## config.mk

```make
export PLATFORM = sky130hd
export DESIGN_NAME = acc_sobel_gen
export DESIGN_NICKNAME = d
export VERILOG_FILES = /design/src/rtl/acc_sobel_gen.sv
export SDC_FILE = /design/constraint.sdc
export NUM_CORES = 1
export LEC_CHECK = 0
export CAP_MARGIN = 20
export CORE_ASPECT_RATIO = 2
export CORE_MARGIN = 2
export CORE_UTILIZATION = 55
export CTS_BUF_LIST = sky130_fd_sc_hd__clkbuf_8
export CTS_CLUSTER_DIAMETER = 40
export DETAILED_ROUTE_END_ITERATION = 8
export PLACE_DENSITY = 0.72
export REMOVE_ABC_BUFFERS = 1
export SYNTH_ARGS = -nofsm -noshare
export SYNTH_HDL_FRONTEND = slang
export SYNTH_SLANG_ARGS = --single-unit
```

## constraint.sdc

```tcl
create_clock -name clk -period 12.04 [get_ports clk]
set_input_delay 3.01 -clock clk [delete_from_list [all_inputs] [get_ports clk]]
set_output_delay 3.01 -clock clk [all_outputs]
set_load 0.01 [all_outputs]
```

## src/rtl/acc_sobel_gen.sv

```systemverilog
// rtl/acc_sobel_gen.sv - 3x3 Sobel magnitude accelerator on a shared single-port word memory
// Optional binary threshold output: define ACC_SOBEL_GEN_THRESH_EN
module acc_sobel_gen #(
    parameter int IMG_W    = 352,
    parameter int IMG_H    = 288,
    parameter int PPW      = 4,
    parameter int ADDR_W   = 16,
    parameter int IN_BASE  = 0,
    parameter int OUT_BASE = IMG_W * IMG_H / PPW,
    localparam int DATA_W  = 8 * PPW
) (
    input  logic              clk,
    input  logic              reset,
    output logic [ADDR_W-1:0] addr,
    input  logic [DATA_W-1:0] dataR,
    output logic [DATA_W-1:0] dataW,
    output logic              en,
    output logic              we,
    input  logic              start,
`ifdef ACC_SOBEL_GEN_THRESH_EN
    input  logic [7:0]        thresh,
`endif
    output logic              finish,
    output logic              busy
);
    localparam int WPR = IMG_W / PPW;
    localparam int RW  = $clog2(IMG_H);
    localparam int CW  = (WPR > 2) ? $clog2(WPR) : 1;
    localparam logic [ADDR_W-1:0] IN_B  = ADDR_W'(IN_BASE);
    localparam logic [ADDR_W-1:0] OUT_B = ADDR_W'(OUT_BASE);
    localparam logic [ADDR_W-1:0] WPR_A = ADDR_W'(WPR);

    localparam logic [2:0] S_IDLE  = 3'd0;
    localparam logic [2:0] S_ZROW  = 3'd1;
    localparam logic [2:0] S_LOAD  = 3'd2;
    localparam logic [2:0] S_CALC  = 3'd3;
    localparam logic [2:0] S_WR    = 3'd4;
    localparam logic [2:0] S_FETCH = 3'd5;
    localparam logic [2:0] S_DONE  = 3'd6;

    logic [2:0]        state_q, state_d;
    logic [RW-1:0]     r_q, r_d;
    logic [CW-1:0]     c_q, c_d;
    logic [2:0]        cnt_q, cnt_d;
    logic [DATA_W-1:0] win_q [3][3];
    logic [DATA_W-1:0] win_d [3][3];
    logic [DATA_W-1:0] res_q, res_d;
`ifdef ACC_SOBEL_GEN_THRESH_EN
    logic [7:0]        thresh_q, thresh_d;
`endif

    logic                en_c, we_c;
    logic [ADDR_W-1:0]   addr_c, rd_addr, out_addr, rd_col;
    logic [DATA_W-1:0]   dataw_c, calc_word;
    logic [1:0]          rd_row, ld_row, ld_col;
    logic [2:0]          slot;
    logic [3*DATA_W-1:0] line [3];
    logic [10:0]         mag;
    logic [7:0]          px;

    function automatic logic [10:0] sobel_mag(input logic [7:0] p11, p12, p13, p21,
                                              input logic [7:0] p23, p31, p32, p33);
        logic [10:0] gx, gy;
        gx = ({3'b0, p13} + {2'b0, p23, 1'b0} + {3'b0, p33})
           - ({3'b0, p11} + {2'b0, p21, 1'b0} + {3'b0, p31});
        gy = ({3'b0, p31} + {2'b0, p32, 1'b0} + {3'b0, p33})
           - ({3'b0, p11} + {2'b0, p12, 1'b0} + {3'b0, p13});
        if (gx[10]) gx = -gx;
        if (gy[10]) gy = -gy;
        return gx + gy;
    endfunction

    // LOAD walks column 0 then column 1 (rows r-1..r+1); FETCH walks column c+1.
    always_comb begin
        slot = cnt_q - 3'd1;
        if (state_q == S_LOAD) begin
            rd_row = (cnt_q < 3'd3) ? 2'(cnt_q) : 2'(cnt_q - 3'd3);
            rd_col = (cnt_q < 3'd3) ? '0 : ADDR_W'(1);
            ld_row = (slot < 3'd3) ? 2'(slot) : 2'(slot - 3'd3);
            ld_col = (slot < 3'd3) ? 2'd1 : 2'd2;
        end else begin
            rd_row = 2'(cnt_q);
            rd_col = ADDR_W'(c_q) + ADDR_W'(1);
            ld_row = 2'(slot);
            ld_col = 2'd2;
        end
        rd_addr  = IN_B + (ADDR_W'(r_q) + ADDR_W'(rd_row) - ADDR_W'(1)) * WPR_A + rd_col;
        out_addr = OUT_B + ADDR_W'(r_q) * WPR_A + ADDR_W'(c_q);
    end

    always_comb begin
        for (int i = 0; i < 3; i++) line[i] = {win_q[i][2], win_q[i][1], win_q[i][0]};
    end

    always_comb begin
        calc_word = '0;
        mag       = '0;
        px        = '0;
        for (int k = 0; k < PPW; k++) begin
            mag = sobel_mag(line[0][8*(PPW+k-1) +: 8], line[0][8*(PPW+k) +: 8],
                            line[0][8*(PPW+k+1) +: 8], line[1][8*(PPW+k-1) +: 8],
                            line[1][8*(PPW+k+1) +: 8], line[2][8*(PPW+k-1) +: 8],
                            line[2][8*(PPW+k) +: 8],   line[2][8*(PPW+k+1) +: 8]);
`ifdef ACC_SOBEL_GEN_THRESH_EN
            px = (mag >= {3'b0, thresh_q}) ? 8'hFF : 8'h00;
`else
            px = (mag > 11'd255) ? 8'hFF : mag[7:0];
`endif
            if ((c_q == '0 && k == 0) || (c_q == CW'(WPR-1) && k == PPW-1)) px = 8'h00;
            calc_word[8*k +: 8] = px;
        end
    end

    always_comb begin
        state_d = state_q;
        r_d     = r_q;
        c_d     = c_q;
        cnt_d   = cnt_q;
        win_d   = win_q;
        res_d   = res_q;
`ifdef ACC_SOBEL_GEN_THRESH_EN
        thresh_d = thresh_q;
`endif
        en_c    = 1'b0;
        we_c    = 1'b0;
        addr_c  = '0;
        dataw_c = '0;
        case (state_q)
            S_IDLE: if (start) begin
                state_d = S_ZROW;
                r_d     = '0;
                c_d     = '0;
`ifdef ACC_SOBEL_GEN_THRESH_EN
                thresh_d = thresh;
`endif
            end
            S_ZROW: begin
                en_c   = 1'b1;
                we_c   = 1'b1;
                addr_c = out_addr;
                if (c_q == CW'(WPR-1)) begin
                    c_d   = '0;
                    cnt_d = '0;
                    if (r_q == '0) begin
                        r_d     = RW'(1);
                        state_d = S_LOAD;
                    end else begin
                        state_d = S_DONE;
                    end
                end else begin
                    c_d = c_q + CW'(1);
                end
            end
            S_LOAD: begin
                if (cnt_q < 3'd6) begin
                    en_c   = 1'b1;
                    addr_c = rd_addr;
                end
                if (cnt_q == 3'd0) begin
                    for (int i = 0; i < 3; i++) win_d[i][0] = '0;
                end else begin
                    win_d[ld_row][ld_col] = dataR;
                end
                cnt_d = cnt_q + 3'd1;
                if (cnt_q == 3'd6) state_d = S_CALC;
            end
            S_CALC: begin
                res_d   = calc_word;
                state_d = S_WR;
            end
            S_WR: begin
                en_c    = 1'b1;
                we_c    = 1'b1;
                addr_c  = out_addr;
                dataw_c = res_q;
                cnt_d   = '0;
                if (c_q != CW'(WPR-1)) begin
                    for (int i = 0; i < 3; i++) begin
                        win_d[i][0] = win_q[i][1];
                        win_d[i][1] = win_q[i][2];
                        win_d[i][2] = '0;
                    end
                    c_d     = c_q + CW'(1);
                    state_d = S_FETCH;
                end else begin
                    c_d     = '0;
                    r_d     = r_q + RW'(1);
                    state_d = (r_q == RW'(IMG_H-2)) ? S_ZROW : S_LOAD;
                end
            end
            S_FETCH: begin
                // Last column: the right window column is already zero from the shift.
                if (c_q == CW'(WPR-1)) begin
                    state_d = S_CALC;
                end else begin
                    if (cnt_q < 3'd3) begin
                        en_c   = 1'b1;
                        addr_c = rd_addr;
                    end
                    if (cnt_q != 3'd0) win_d[ld_row][ld_col] = dataR;
                    cnt_d = cnt_q + 3'd1;
                    if (cnt_q == 3'd3) state_d = S_CALC;
                end
            end
            S_DONE: if (!start) state_d = S_IDLE;
            default: state_d = S_IDLE;
        endcase
    end

    always_ff @(posedge clk) begin
        if (reset) begin
            state_q <= S_IDLE;
            r_q     <= '0;
            c_q     <= '0;
            cnt_q   <= '0;
        end else begin
            state_q <= state_d;
            r_q     <= r_d;
            c_q     <= c_d;
            cnt_q   <= cnt_d;
        end
    end

    always_ff @(posedge clk) begin
        win_q <= win_d;
        res_q <= res_d;
`ifdef ACC_SOBEL_GEN_THRESH_EN
        thresh_q <= thresh_d;
`endif
    end

    // Outputs are forced quiet while reset is asserted so an in-flight write is dropped.
    assign en     = en_c & ~reset;
    assign we     = we_c & ~reset;
    assign addr   = reset ? '0 : addr_c;
    assign dataW  = reset ? '0 : dataw_c;
    assign finish = (state_q == S_DONE) & ~reset;
    assign busy   = (state_q != S_IDLE) & (state_q != S_DONE) & ~reset;
endmodule

```

==> metrics.csv, run 1 <==
stage,metric,value,unit
synth,async_flop_share,0,
setup_path,cp-end-kind,output port,
setup_path,ff2ff_setup_slack,2.65,ns
setup_path,timing.rr.start,line[41],
clock_network,cts_made_buffers,43,
grt,grt_antenna_before_repair,1,
synth,ys_ff_latch,270,
final_layout,area_delta_synth_final,8.68,%
clock_network,clk_latency,0.65,ns
clock_network,cts_root_buf,clkbuf_8,
floorplan,coreArea,49900,um2
setup_path,cpPeakStageDelay,0.82,ns
sta,min_period,11.24,ns
final_layout,fillers,4386,
sta,worst_slack,0.797,ns
clock_network,cts_num_sinks,270,
sta,worst_slew_pin_slew,1.17,ns
final_layout,post-route-util,0.602,
sta,period_share,0.934,
placement,gp_congestion,0.969,
sta,slew_violations,0,
sta,rsz0062_at_grt,false,
synth,synth_area,27700,um2
min_path,hold_path_class,flip-flop to flip-flop,
clock_network,hold_buffers,0,
sta,skew,0.0423,ns
sta,final-hold-violation-count,0,
grt,grt_max_degree,222,
synth,synth_edf_count,248,
placement,post-dp-hpwl,64.2,mm
synth,netlist.area_leader.share,0.269,
clock_network,post_cts_buffers,0,
floorplan,die-area,52200,um2
sta,setup_tns,0,ns
routing,drc,0,
sta,relSlewSlack,0.219,
routing,totalWireLength,81.1,mm
final_layout,final_net_count,3529,
placement,dp_slack,1.50,ns
setup_path,crit_fanout,24,
synth,netlist_instances,2964,
grt,grt_pass1_wl,124,mm
synth,synth_top_area_cell,edfxtp_1,
outcome,status,completed,
routing,vias,21800,
setup_path,crit_type,flip-flop to output port,
synth,ys_seq_area_frac,0.285,
final_layout,drive_gt1_frac,0.0419,
synth,netlist_top_cells_area,"edfxtp_1 (27%), fa_1 (16%), ha_1 (11%)",
floorplan,die_w,163,um
synth,ys_dominant_reg_cell,edfxtp_1,
setup_path,crit_start,state_q[2],
synth,ys_types,83,
min_path,worstHoldStart,line[267],
routing,post_drt_wl_per_cell,21.9,um
placement,placedCellCount,3625,
grt,grt_usage,0.314,
routing,firstDrtPassIters,6,
setup_path,startpoint_type,flip-flop,
floorplan,die_h,321,um
sta,finalSetupViolCount,0,
clock_network,cts_max_level,2,
final_layout,instances_no_fill,3707,
synth,yosysWarnings,0,
clock_network,cts_tree,yes,
synth,syn_avg_cell_area,9.34,um2
setup_path,crit_required,9.03,ns
grt,grt_pass1_vias,22200,
sta,max_freq,88.9,MHz
clock_network,clk_pin_slew,0.07,ns
job,max-cap-violations,0,
grt,grt_remaining_overflow,0,
setup_path,slowest_stage,dfxtp_1,
floorplan,start_util,0.554,
clock_network,clock_path_buffers,3,
floorplan,placementRows,116,
setup_path,crit_arrival,8.23,ns
routing,antenna_left,0,
clock_network,cts_resized,0,
routing,routed_via_density,5.88,
routing,first_iter_violations,1638,
floorplan,io_pins,87,
placement,portBuffers,86,
flip-flops by register name (all words and copies together), names as in the netlist:
name     count
line       216
res_q       32
r_q          9
c_q          7
cnt_q        3
state_q      3
cell usage after synthesis (10+ instances only):
cell type and instances:
a211oi_1 26, a21o_1 44, a21oi_1 201, a22o_1 11, a22oi_1 15, a31oi_1 12, and2_1 36, buf_1 15
clkbuf_1 79, dfxtp_1 22, edfxtp_1 248, fa_1 221, ha_1 251, inv_1 365, mux2i_1 99, nand2_1 380
nand2b_1 22, nand3_1 34, nand3b_1 12, nor2_1 173, nor2b_1 25, nor3_1 40, o21a_1 29, o21ai_0 198
o21bai_1 22, or2_2 10, or3_1 19, xnor2_1 124, xor2_1 77
stage by stage:
step | area, um2 | hold slack, ns
after floorplan | 27300 | 0.482
after global placement | 29200 | 0.517
after detailed placement | 29200 | 0.538
after CTS | 30100 | 0.550
after global routing | 30100 | 0.576
final | 30100 | 0.551
cell usage in the layout, fill, tap and decap left out, drive strengths merged, types with 36 or more instances in the layout:
cell type / instances
a21oi: 201
clkbuf: 43
nor2: 173
o21ai: 198
and2: 36
xor2: 77
a21o: 45
nor3: 40
edfxtp: 248
ha: 251
inv: 375
nand2: 380
mux2i: 100
clkdlybuf4s50: 86
xnor2: 124
fa: 221
per-layer routing:
layer	vias up	share of wire	track usage	routed length, um
met3	250	0.047	0.0368	3800
met1	10600	0.34	0.321	27400
met5	-	0	0	0
li1	10300	-	-	-
met4	0	0.087	0.228	7030
met2	712	0.53	0.583	42800
path summary, 6_finish.rpt:
check / to / cells after the start
min reg2reg: line[235] / 2
min: line[235] / 2
max reg2reg: res_q[21] / 29
max: addr[15] / 27
area by class of cell:
type,count,area [um2],area share
antenna,1,2.50,0.0000832
tap,649,812,0.0270
multi-input combinational,2233,18100,0.602
clock buffer,43,592,0.0197
timing repair buffer,108,1040,0.0347
clock inverter,37,246,0.00820
inverter,366,1370,0.0457
sequential,270,7890,0.262
cells by family after synthesis:
| group | synth area share |
|---|---|
| AO/OA/AOI/OAI | 0.145 |
| XOR/XNOR | 0.0636 |
| adder cells (fa/ha/maj) | 0.273 |
| buffers and inverters | 0.0627 |
| flip-flops | 0.285 |
| multiplexers | 0.0383 |
| AND/OR/NAND/NOR | 0.132 |
worst max-delay path, delay by kind of cell (launching register included):
family	cells	cell delay, ns
simple gates	8	1.84
buf+inv	5	0.82
compound gates	4	1.32
flops	1	0.82
fa+ha+maj	6	1.86
mux	1	0.21
xor+xnor	3	0.72
Power of run 1 is left out: the tool's default activity adds up to more than one toggle a clock period on the data nets, which glitch-free logic cannot reach.
==> run 2, diff against run 1 <==
--- a/config.mk
+++ b/config.mk
@@ -12,7 +12,8 @@
 export CTS_BUF_LIST = sky130_fd_sc_hd__clkbuf_8
 export CTS_CLUSTER_DIAMETER = 40
 export DETAILED_ROUTE_END_ITERATION = 8
-export PLACE_DENSITY = 0.72
+export DONT_BUFFER_PORTS = 1
+export PLACE_DENSITY_LB_ADDON = 0.15
 export REMOVE_ABC_BUFFERS = 1
 export SYNTH_ARGS = -nofsm -noshare
 export SYNTH_HDL_FRONTEND = slang
==> metrics.csv, run 2 (synthesis gave the netlist of run 1 again) <==
stage,metric,value,unit,change
floorplan,die_h,321,um,unchanged
grt,grt_max_degree,145,,-35%
clock_network,cts_root_buf,clkbuf_8,,
clock_network,post_cts_buffers,0,,unchanged
routing,routed_via_density,5.86,,-0.26%
placement,dpl_cell_area,28400,um2,-2.9%
clock_network,cts_tree,yes,,
clock_network,clk_pin_slew,0.06,ns,about the same
final_layout,largest_register_ffs,216,,unchanged
setup_path,crit_required,9.03,ns,about the same
sta,skew,0.0244,ns,-0.0179 ns
job,max-cap-violations,0,,unchanged
sta,slew_violations,0,,unchanged
clock_network,hold_buffers,0,,unchanged
setup_path,crit_arrival,7.34,ns,-0.89 ns
sta,period_share,0.860,,-0.0742
sta,min_period,10.35,ns,-0.893 ns
routing,first_iter_violations,1464,,-11%
sta,relSlewSlack,0.306,,+0.0869
grt,grt_antenna_before_repair,1,,unchanged
routing,firstDrtPassIters,6,,unchanged
setup_path,timing.rr.start,line[41],,
final_layout,final_net_count,3446,,-2.4%
floorplan,die_w,163,um,unchanged
clock_network,cts_max_level,2,,unchanged
min_path,worstHoldStart,c_q[0],,
clock_network,cts_made_buffers,44,,+2.3%
final_layout,drive_gt1_frac,0.0454,,+0.00357
floorplan,io_pins,87,,unchanged
clock_network,clk_latency,0.63,ns,-0.02 ns
final_layout,post-route-util,0.586,,-0.0165
final_layout,final_common_cell,nand2_1,,
sta,max_freq,96.6,MHz,+8.6%
min_path,hold_depth,1,,-1
setup_path,reg2reg_depth,30,,+3.4%
outcome,status,completed,,
grt,grt_pass1_wl,123,mm,-0.99%
setup_path,cp-end-kind,output port,,
floorplan,start_util,0.554,,unchanged
floorplan,coreArea,49900,um2,unchanged
final_layout,layout_common_cells,"nand2_1 (380), inv_1 (373), ha_1 (251), edfxtp_1 (248), fa_1 (221)",,
placement,portBuffers,0,,-100%
min_path,hold_path_class,flip-flop to flip-flop,,
placement,post-dp-hpwl,63.6,mm,-0.92%
floorplan,placementRows,116,,unchanged
routing,drc,0,,unchanged
routing,post_drt_wl_per_cell,22.3,um,+2.0%
clock_network,cts_resized,0,,unchanged
sta,finalSetupViolCount,0,,unchanged
sta,final-hold-violation-count,0,,unchanged
clock_network,clock_path_buffers,3,,unchanged
routing,vias,21200,,-2.6%
final_layout,area_delta_synth_final,5.69,%,
routing,antenna_left,0,,unchanged
clock_network,cts_num_sinks,270,,unchanged
sta,rsz0062_at_grt,false,,
sta,worst_slew_pin_slew,1.04,ns,-0.133 ns
grt,grt_usage,0.312,,-0.00227
placement,gp_congestion,0.993,,+2.4%
routing,totalWireLength,80.8,mm,-0.35%
setup_path,crit_fanout,24,,unchanged
setup_path,crit_start,state_q[2],,
grt,grt_pass1_vias,22000,,-0.65%
final_layout,finish.instance_area,29300,um2,-2.7%
grt,grt_remaining_overflow,0,,unchanged
setup_path,startpoint_type,flip-flop,,
floorplan,die-area,52200,um2,unchanged
setup_path,crit_type,flip-flop to output port,,
==> run 2: cell type report <==
cell class	instances	area, um2
antenna	1	2.50
clock buffer	44	606
clock inverter	34	240
fill	4540	20700
inverter	366	1370
multi-input combinational	2233	18100
sequential	270	7890
tap	649	812
timing repair buffer	24	209
==> run 2: critical path, stage by stage, from the launching register on <==
cell	delay, ns
dfxtp_1	0.83
nor2_1	0.18
nand2_1	0.41
nor2_1	0.16
a22oi_1	0.24
ha_1	0.17
inv_1	0.04
ha_1	0.20
fa_1	0.40
nor2b_1	0.15
o21ai_0	0.26
nand2b_1	0.11
xnor2_1	0.28
inv_1	0.13
ha_1	0.30
inv_1	0.05
fa_1	0.52
inv_1	0.04
ha_1	0.36
o21a_1	0.14
o31a_1	0.14
a21oi_1	0.28
o211ai_1	0.17
nor3_1	0.43
nand4_1	0.17
xnor2_1	0.21
mux2i_1	0.21
o31ai_1	0.13
==> run 2: worst paths after layout <==
check              endpoint  slack, ns
hold reg to reg      c_q[0]       0.53
setup reg to reg  res_q[19]       3.23
setup / recovery   addr[15]       1.69
hold / removal       c_q[0]       0.53
==> run 2: stage by stage <==
step / std cells / hold WS (ns) / worst slack [ns] / TNS (ns)
4_1_cts: 3618 / 0.532 / 1.77 / 0
3_5_place_dp: 3540 / 0.520 / 2.44 / 0
6_report: 3621 / 0.531 / 1.69 / 0
2_1_floorplan: 2869 / 0.482 / -2.13 / -22.75
5_1_grt: 3621 / 0.569 / 1.29 / 0
3_3_place_gp: 3540 / 0.506 / 2.66 / 0
==> run 2: metal layers <==
metal  vias to the layer above  track usage  share of wire
li1                      10100            -              -
met1                     10300        0.313           0.34
met2                       612        0.593           0.54
met3                       251       0.0324          0.040
met4                         0        0.218          0.085
met5                         -            0              0
Power of run 2 is left out for the same reason.
==> run 3, diff against run 2 <==
==> constraint.sdc (replaced) <==
create_clock -name clk -period 8.6 [get_ports clk]
set_input_delay 2.15 -clock clk [delete_from_list [all_inputs] [get_ports clk]]
set_output_delay 2.15 -clock clk [all_outputs]
set_load 0.01 [all_outputs]
==> metrics.csv, run 3 (synthesis gave the netlist of run 1 again) <==
stage,metric,value,unit,change
outcome,status,completed,,
floorplan,die_h,321,um,unchanged
clock_network,cts_root_buf,clkbuf_8,,
setup_path,timing.rr.start,line[233],,
clock_network,clk_pin_slew,0.06,ns,about the same
min_path,hold_path_class,flip-flop to flip-flop,,
sta,min_period,8.36,ns,
job,max-cap-violations,0,,unchanged
clock_network,cts_made_buffers,45,,+2.3%
floorplan,die-area,52200,um2,unchanged
routing,post_drt_wl_per_cell,22.2,um,-0.44%
placement,gp_congestion,0.952,,-4.1%
grt,grt_antenna_before_repair,1,,unchanged
floorplan,placementRows,116,,unchanged
clock_network,cts_num_sinks,270,,unchanged
clock_network,clk_latency,0.64,ns,about the same
grt,grt_usage,0.312,,about the same
floorplan,coreArea,49900,um2,unchanged
setup_path,startpoint_type,flip-flop,,
clock_network,cts_max_level,2,,unchanged
final_layout,largest_register_ffs,216,,unchanged
min_path,worstHoldStart,c_q[0],,
sta,finalSetupViolCount,0,,unchanged
routing,totalWireLength,80.8,mm,about the same
routing,first_iter_violations,1136,,-22%
setup_path,cp-end-kind,output port,,
final_layout,instances_no_fill,3637,,+0.44%
setup_path,cpPeakStageDelay,0.52,ns,-0.31 ns
grt,grt_max_degree,167,,+15%
routing,routed_via_density,5.85,,-0.15%
routing,vias,21300,,+0.29%
routing,firstDrtPassIters,6,,unchanged
grt,grt_pass1_wl,123,mm,-0.38%
placement,placedCellCount,3547,,+0.20%
floorplan,die_w,163,um,unchanged
floorplan,start_util,0.554,,unchanged
sta,period_share,0.972,,
sta,rsz0062_at_grt,true,,
final_layout,fillers,4419,,-2.7%
sta,final-hold-violation-count,0,,unchanged
final_layout,final_common_cell,nand2_1,,
placement,portBuffers,0,,unchanged
sta,slew_violations,0,,unchanged
sta,max_freq,120,MHz,
final_layout,area_delta_synth_final,6.59,%,
placement,post-dp-hpwl,64.1,mm,+0.80%
final_layout,final_net_count,3459,,+0.38%
setup_path,crit_fanout,6,,-75%
floorplan,io_pins,87,,unchanged
setup_path,crit_type,flip-flop to output port,,
final_layout,layout_common_cells,"nand2_1 (379), inv_1 (375), ha_1 (249), edfxtp_1 (248), fa_1 (221)",,
clock_network,clock_path_buffers,3,,unchanged
setup_path,crit_arrival,6.21,ns,-1.13 ns
setup_path,crit_required,6.45,ns,-2.58 ns
routing,drc,0,,unchanged
grt,grt_remaining_overflow,0,,unchanged
sta,relSlewSlack,0.230,,-0.0756
setup_path,slowest_stage,fa_1,,
sta,hold_slack,0.528,ns,-0.00303 ns
clock_network,cts_tree,yes,,
sta,worst_slew_pin_slew,1.15,ns,+0.116 ns
sta,skew,0.0450,ns,+0.0206 ns
grt,grt_pass1_vias,22000,,-0.33%
setup_path,crit_start,cnt_q[1],,
routing,antenna_left,0,,unchanged
final_layout,drive_gt1_frac,0.0576,,+0.0121
## run 3: changes by cell type in the layout (fill, tap and decap cells not counted), moves of 4 or more
cell / previous run / this run
xnor2_1: 124 / 120
o21ai_0: 198 / 192
o21ai_1: 0 / 6
buf_4: 21 / 32
xnor2_2: 0 / 4
## run 3: final timing paths
kind	cells past startpoint	to	slack [ns]
hold reg to reg	1	c_q[0]	0.53
setup / recovery	25	addr[15]	0.24
hold / removal	1	c_q[0]	0.53
setup reg to reg	31	res_q[18]	0.49
## run 3: cell type report
type	count	area (um2)	area share
diodes	1	2.50	0.0000848
multi-input cells	2233	18300	0.619
inverters	366	1380	0.0467
well taps	649	812	0.0275
repair buffers	36	310	0.0105
flip-flops and latches	270	7900	0.268
clock inverters	36	204	0.00691
clock buffers	46	633	0.0215
## run 3: through the flow
stage	setup WS, ns	area (um2)	setup TNS (ns)	utilization
floorplan	-4.71	27300	-921.43	-
CTS	0.0251	29300	0	0.587
global route	-0.0530	29500	-0.0530	0.591
detailed placement	0.0337	28400	0	0.569
global placement	0.387	28400	0	0.569
finish	0.239	29500	0	0.591
## run 3: layer usage
layer / global-route usage / vias up / part of all wire
li1: - / 10100 / -
met1: 0.313 / 10300 / 0.34
met2: 0.585 / 659 / 0.53
met3: 0.0356 / 250 / 0.041
met4: 0.228 / 0 / 0.087
met5: 0 / - / 0
## run 3: what timing repair did
item,in CTS,in global routing
pin swaps,0,11
setup endpoints to repair,6,20
hold buffers,0,0
buffers inserted,0,5
resized for setup,8,33
## run 3: worst max-delay path: cells and delay by family (launching register included)
family          cells  cell delay (ns)
fa+ha+maj           7             2.03
simple gates        4             1.04
compound gates      5             0.93
xor+xnor            3             0.59
flops               1             0.38
buf+inv             5             0.36
mux                 1             0.27
Power of run 3 is left out for the same reason.
